[src/rtl/matmul_loader.sv]
// Streams two N x N matrices into banked X/Y memories, then hands off to the multiply engine.
// Y is written transposed so each Y bank row holds one column of the original matrix.
module matmul_loader #(
  parameter int unsigned DATA_WIDTH    = 32,
  parameter int unsigned MAT_DIM_WIDTH = 3,
  parameter int unsigned MAT_DIM_SIZE  = 2 ** MAT_DIM_WIDTH
) (
  input  logic                     clk,
  input  logic                     rst,
  input  logic                     in_valid,
  input  logic [DATA_WIDTH-1:0]    in_data,
  output logic                     in_ready,
  output logic [MAT_DIM_SIZE-1:0]  mat_x_we,
  output logic [MAT_DIM_SIZE-1:0]  mat_y_we,
  output logic [DATA_WIDTH-1:0]    mat_x_w_data,
  output logic [DATA_WIDTH-1:0]    mat_y_w_data,
  output logic [MAT_DIM_WIDTH-1:0] mat_x_w_addr,
  output logic [MAT_DIM_WIDTH-1:0] mat_y_w_addr,
  output logic                     start,
  input  logic                     calculation_done,
  output logic                     busy,
  output logic                     run_done
);

  localparam int unsigned CntWidth = 2 * MAT_DIM_WIDTH;
  localparam logic [CntWidth-1:0] LastBeat = CntWidth'(MAT_DIM_SIZE * MAT_DIM_SIZE - 1);
  localparam logic [MAT_DIM_SIZE-1:0] OneHot0 = MAT_DIM_SIZE'(1);

  typedef enum logic [1:0] {
    StLoadX,
    StLoadY,
    StStart,
    StBusy
  } state_e;

  state_e                   state_q;
  logic [CntWidth-1:0]      cnt_q;
  logic                     calc_done_q;
  logic                     run_done_q;
  logic [MAT_DIM_SIZE-1:0]  x_we_q;
  logic [MAT_DIM_SIZE-1:0]  y_we_q;
  logic [DATA_WIDTH-1:0]    x_data_q;
  logic [DATA_WIDTH-1:0]    y_data_q;
  logic [MAT_DIM_WIDTH-1:0] x_addr_q;
  logic [MAT_DIM_WIDTH-1:0] y_addr_q;

  logic                     accept;
  logic                     last_beat;
  logic                     done_rise;
  logic [MAT_DIM_WIDTH-1:0] row;
  logic [MAT_DIM_WIDTH-1:0] col;
  logic [MAT_DIM_SIZE-1:0]  row_oh;
  logic [MAT_DIM_SIZE-1:0]  col_oh;
  logic [CntWidth-1:0]      cnt_d;

  always_comb begin
    row       = cnt_q[CntWidth-1:MAT_DIM_WIDTH];
    col       = cnt_q[MAT_DIM_WIDTH-1:0];
    row_oh    = OneHot0 << row;
    col_oh    = OneHot0 << col;
    accept    = in_valid && in_ready;
    last_beat = (cnt_q == LastBeat);
    // Counter restarts at 0 after the final beat of each matrix.
    cnt_d     = last_beat ? '0 : cnt_q + 1'b1;
    done_rise = calculation_done && !calc_done_q;
  end

  always_ff @(posedge clk) begin
    if (rst) begin
      state_q     <= StLoadX;
      cnt_q       <= '0;
      calc_done_q <= 1'b0;
      run_done_q  <= 1'b0;
      x_we_q      <= '0;
      y_we_q      <= '0;
      x_data_q    <= '0;
      y_data_q    <= '0;
      x_addr_q    <= '0;
      y_addr_q    <= '0;
    end else begin
      calc_done_q <= calculation_done;
      run_done_q  <= 1'b0;
      x_we_q      <= '0;
      y_we_q      <= '0;
      unique case (state_q)
        StLoadX: begin
          if (accept) begin
            x_we_q   <= col_oh;
            x_addr_q <= row;
            x_data_q <= in_data;
            cnt_q    <= cnt_d;
            if (last_beat) state_q <= StLoadY;
          end
        end
        StLoadY: begin
          if (accept) begin
            y_we_q   <= row_oh;
            y_addr_q <= col;
            y_data_q <= in_data;
            cnt_q    <= cnt_d;
            if (last_beat) state_q <= StStart;
          end
        end
        StStart: begin
          state_q <= StBusy;
        end
        StBusy: begin
          // Only a fresh low-to-high edge ends the run; a stale high level is ignored.
          if (done_rise) begin
            run_done_q <= 1'b1;
            cnt_q      <= '0;
            state_q    <= StLoadX;
          end
        end
        default: begin
          state_q <= StLoadX;
          cnt_q   <= '0;
        end
      endcase
    end
  end

  assign in_ready     = (state_q == StLoadX) || (state_q == StLoadY);
  assign busy         = (state_q == StStart) || (state_q == StBusy);
  assign start        = (state_q == StStart);
  assign run_done     = run_done_q;
  assign mat_x_we     = x_we_q;
  assign mat_y_we     = y_we_q;
  assign mat_x_w_data = x_data_q;
  assign mat_y_w_data = y_data_q;
  assign mat_x_w_addr = x_addr_q;
  assign mat_y_w_addr = y_addr_q;

endmodule

[config.mk]
export PLATFORM = sky130hd
export DESIGN_NAME = matmul_loader
export DESIGN_NICKNAME = d
export VERILOG_FILES = /design/src/rtl/matmul_loader.sv
export SDC_FILE = /design/constraint.sdc
export NUM_CORES = 1
export LEC_CHECK = 0
export ABC_AREA = 1
export BUFFER_PORTS_ARGS = -buffer_cell sky130_fd_sc_hd__buf_2
export CAP_MARGIN = 20
export CORE_MARGIN = 1.5
export CORE_UTILIZATION = 44
export DETAILED_ROUTE_END_ITERATION = 6
export HOLD_SLACK_MARGIN = 0.02
export PLACE_DENSITY = 0.75
export RECOVER_POWER = 50
export SETUP_SLACK_MARGIN = 0.3
export SLEW_MARGIN = 10
export SYNTH_ARGS = -nofsm -noshare
export SYNTH_HDL_FRONTEND = slang
export SYNTH_SLANG_ARGS = --single-unit
[constraint.sdc]
create_clock -name clk -period 1.5 [get_ports clk]
set_input_delay 0.3 -clock clk [delete_from_list [all_inputs] [get_ports clk]]
set_output_delay 0.3 -clock clk [all_outputs]
set_load 0.01 [all_outputs]
==> run summary <==
The layout has 549 filler cells. The number of buffers inserted by port buffering is 125. The post-route standard cell area excluding fillers is 5690 µm². The maximum frequency from static timing analysis is 599 MHz. By area the synthesized netlist is led by sky130_fd_sc_hd__dfxtp_1 55%, sky130_fd_sc_hd__nor2_1 16%, sky130_fd_sc_hd__o21ai_0 10%. For the pin with the worst max-slew slack, the measured transition is 592 ps. The clock net in this run drives a total of 96 sinks. The total area inside the core boundary comes to 7730 µm². The count of H-tree levels built during CTS came out at 3.

The final number of max-transition violations came out at 0. The number of antenna cells inserted came out at 0. The cell area power density came out at 1810 nW/µm². The per-cell routed wire length came out at 16.1 µm. Summing internal, switching and leakage power gives 0.0103 W.

The initial utilization of the core area, before any placement, comes to 0.453. The tightest min-delay check is of the input port to register type. Across all register-to-register paths, the minimum setup slack is -40 ps.

The simple-gate share of the synthesized area came out at 0.222. The floorplan die area came out at 8490 µm². The synthesized design spends more area on one cell type than any other, namely sky130_fd_sc_hd__dfxtp_1. The synthesized area per cell came out at 7.99 µm².

The flop and latch count out of synthesis is 96. The portion of synthesized area spent on multiplexers is 0. Of the available clock period, the critical path in the final layout requires 1.11.

The startpoint identified for the worst hold timing path is in_data[23]. During synthesis, Yosys emitted a total of 0 warnings. The final layout contains routed wiring with a total length of 11200 µm.

The number of hold-slack violations in the final timing report came out at 0. The combinational family with the most area after synthesis is simple AND/OR/NAND/NOR gates. The final layout contains 636 nets. The number of distinct library cells after synthesis came out at 21. In this run the worst setup path begins at state_q[1]. The most common flop cell mapped by yosys is sky130_fd_sc_hd__dfxtp_1.

The share of layout cells above drive strength 1 came out at 0.453. The top cell type's share of synthesized area is 0.549. The number of buffers added by the clock tree synthesis step is 9.

The flow ran to the end, but the final reports show violations. After the first detailed-routing iteration, the DRC count stood at 106. In this run the worst setup path terminates at in_ready. The setup path with the least slack is of type register to output pin. Setup violations remaining at the end of the flow were counted as 6. The overall overflow remaining after global route is 0.

No sink is reached through more buffers than the 2 on the longest clock path. The number of cells on the worst reg-to-reg path is 10. STA classifies the critical path endpoint as an output pin. Entering global routing, the biggest net connects 51 pins. The global-route total usage across every layer is 0.248.

The I/O pin count came out at 126. The checks that failed: negative setup slack. TritonCTS built the clock tree. Of the synthesized area, sequential elements account for 0.549. The post-route clock skew is 11.8 ps.

The via count of the first global-routing pass is 3392. The adder and majority cell fraction of the synthesized area came out at 0.0286. The clock period minus final worst setup slack is 1670 ps. The share of the synthesized netlist area taken by xor and xnor gates is 0. The area growth from synthesis to layout is 62.7%. The number of synthesized flops with an enable pin came out at 0.

Setup repair after global routing could not meet its margin everywhere. The post-synthesis cell area is 3500 µm². The routed layout has 3545 vias.

The highest net fanout along the worst path is 6. Counting instances in the post-synthesis netlist gives the leading cell types as 151 x sky130_fd_sc_hd__nor2_1, 96 x sky130_fd_sc_hd__dfxtp_1, 73 x sky130_fd_sc_hd__o21ai_0. For this run, asynchronously set or reset flops after synthesis account for 0. The synthesized net count is 482. Yosys instantiated no cell more often than sky130_fd_sc_hd__nor2_1.

The overall die height came out at 92.2 µm. The worst register-to-register path begins at state_q[1]. The number of hold buffers added after CTS was 0.

The number of core rows came out at 32. The number of remaining DRC errors came out at 0. The x dimension of the die came out at 92.2 µm. The first global-routing pass estimated 16500 µm of wire. The area of placed instances came out at 4280 µm². The headroom to the max-slew limit is 0.605. The congestion estimate from routability-driven global placement came to 0.814. Synthesis produced 438 cells. The mean number of vias per cell came out at 5.08.

The number of maximum-capacitance constraint violations is 0. The data required time of the worst path came out at 1200 ps. The later pin in the worst-skew pair is clocked with a latency of 360 ps.

The number of detailed-routing iterations run before antenna repair came out at 4. Clock tree synthesis selected as its root buffer the cell sky130_fd_sc_hd__clkbuf_8. The worst ir drop on vdd is 0.000804 V.

The critical path data arrival time came out at 1370 ps. In this run the critical register-to-register path is captured at mat_x_w_data[19]. The register clock-pin slew on the reported worst setup and hold paths came out at 100 ps. The number of antenna violations at the first check in global routing is 0.

The final worst-path setup slack came out at -169 ps. Detailed placement finished with a half-perimeter wire length of 6250 µm. In this run the remaining antenna-violating nets after routing total 0. The synthesized-area fraction occupied by ao, oa, aoi and oai cells came out at 0.131. The total leakage power is 2.34 nW. STA classifies the critical path startpoint as a register.
-- cells in the final DEF, fill, tap and decap left out, types with 4 or more instances in the layout --
cell and n:
sky130_fd_sc_hd__o21ai_0 6, sky130_fd_sc_hd__clkbuf_8 9, sky130_fd_sc_hd__a21oi_2 4, sky130_fd_sc_hd__clkbuf_1 58, sky130_fd_sc_hd__nor2_1 104, sky130_fd_sc_hd__nor2_4 26
sky130_fd_sc_hd__clkbuf_16 4, sky130_fd_sc_hd__nand2_8 4, sky130_fd_sc_hd__ha_1 4, sky130_fd_sc_hd__dfxtp_2 6, sky130_fd_sc_hd__nand2_4 5, sky130_fd_sc_hd__buf_2 64
sky130_fd_sc_hd__buf_6 14, sky130_fd_sc_hd__nor3_2 5, sky130_fd_sc_hd__a21oi_1 11, sky130_fd_sc_hd__dfxtp_1 88, sky130_fd_sc_hd__buf_16 5, sky130_fd_sc_hd__ha_4 4
sky130_fd_sc_hd__inv_1 16, sky130_fd_sc_hd__o21ai_4 6, sky130_fd_sc_hd__o21ai_1 15, sky130_fd_sc_hd__nand2_1 19, sky130_fd_sc_hd__o21ai_2 47, sky130_fd_sc_hd__buf_12 7
sky130_fd_sc_hd__buf_4 12, sky130_fd_sc_hd__nor2_2 22
-- cells by family (layout without fill, tap and decap cells) --
logic type               count (synthesis)  in the layout
flip-flops                              96             96
AO/OA/AOI/OAI                           90             90
AND/OR/NAND/NOR                        198            198
buffers and inverters                   46            204
adder cells (fa/ha/maj)                  8              8
-- report_power, final --
part	total, W	switching [W]	leakage [nW]	internal (W)
registers	0.00346	0.000409	0.789	0.00305
clock network	0.00204	0.000927	0.117	0.00111
logic	0.00483	0.00250	1.44	0.00233
total	0.0103	0.00383	2.34	0.00650
-- timing repair --
action / 4_1_cts / 5_1_grt
hold endpoints to repair: 0 / 0
buffers inserted: 16 / 6
setup endpoints to repair: 76 / 110
gates resized for setup: 227 / 76
pin swaps: 30 / 27
cloned: 6 / 4
-- stage by stage --
stage,setup slack (ps),setup TNS [ps],cells,hold WS [ps],utilization
floorplan,293,0,438,407,-
global placement,153,0,651,458,0.554
detailed placement,110,0,651,467,0.554
CTS,-167,-322,688,175,0.698
global route,-211,-1120,698,197,0.737
finish,-169,-363,698,187,0.737
-- worst max-delay path: stages (launching register included) --
cell and delay (ps):
sky130_fd_sc_hd__dfxtp_4 430, sky130_fd_sc_hd__inv_6 60, sky130_fd_sc_hd__ha_4 160, sky130_fd_sc_hd__or2_4 250, sky130_fd_sc_hd__buf_6 120
-- worst min-delay path by stage --
stage	endpoint	slack (ps)	depth (start not counted)
3_5_place_dp	mat_y_w_data[7]	470	2
5_1_grt	mat_y_w_data[15]	200	3
4_1_cts	mat_x_w_data[0]	180	3
3_3_place_gp	mat_y_w_data[14]	460	2
6_report	mat_y_w_data[23]	190	3
2_1_floorplan	calc_done_q	410	2
-- final cells by class --
type,count,area (µm²),area share
clock buffer,9,124,0.0218
clock inverter,6,118,0.0207
inverter,21,113,0.0198
multi-input combinational,296,2050,0.361
sequential,96,1940,0.340
tap,102,128,0.0224
timing repair buffer,167,1210,0.212
timing repair inverter,1,11.3,0.00198
-- routing by layer --
metal	share of wire	wire, µm	vias up	GRT usage
li1	-	-	1708	-
met1	0.40	4440	1686	0.291
met2	0.53	5990	125	0.436
met3	0.043	487	26	0.0415
met4	0.027	302	0	0.118
met5	0	0	-	0
-- flip-flops by register name, indices dropped and copies added (netlist names) --
register,flops
mat_x_w_data,32
mat_y_w_data,32
mat_x_we,8
mat_y_we,8
cnt_q,6
mat_x_w_addr,3
mat_y_w_addr,3
state_q,2
calc_done_q,1
run_done,1
No activity file was read; power rests on OpenSTA's default activity.
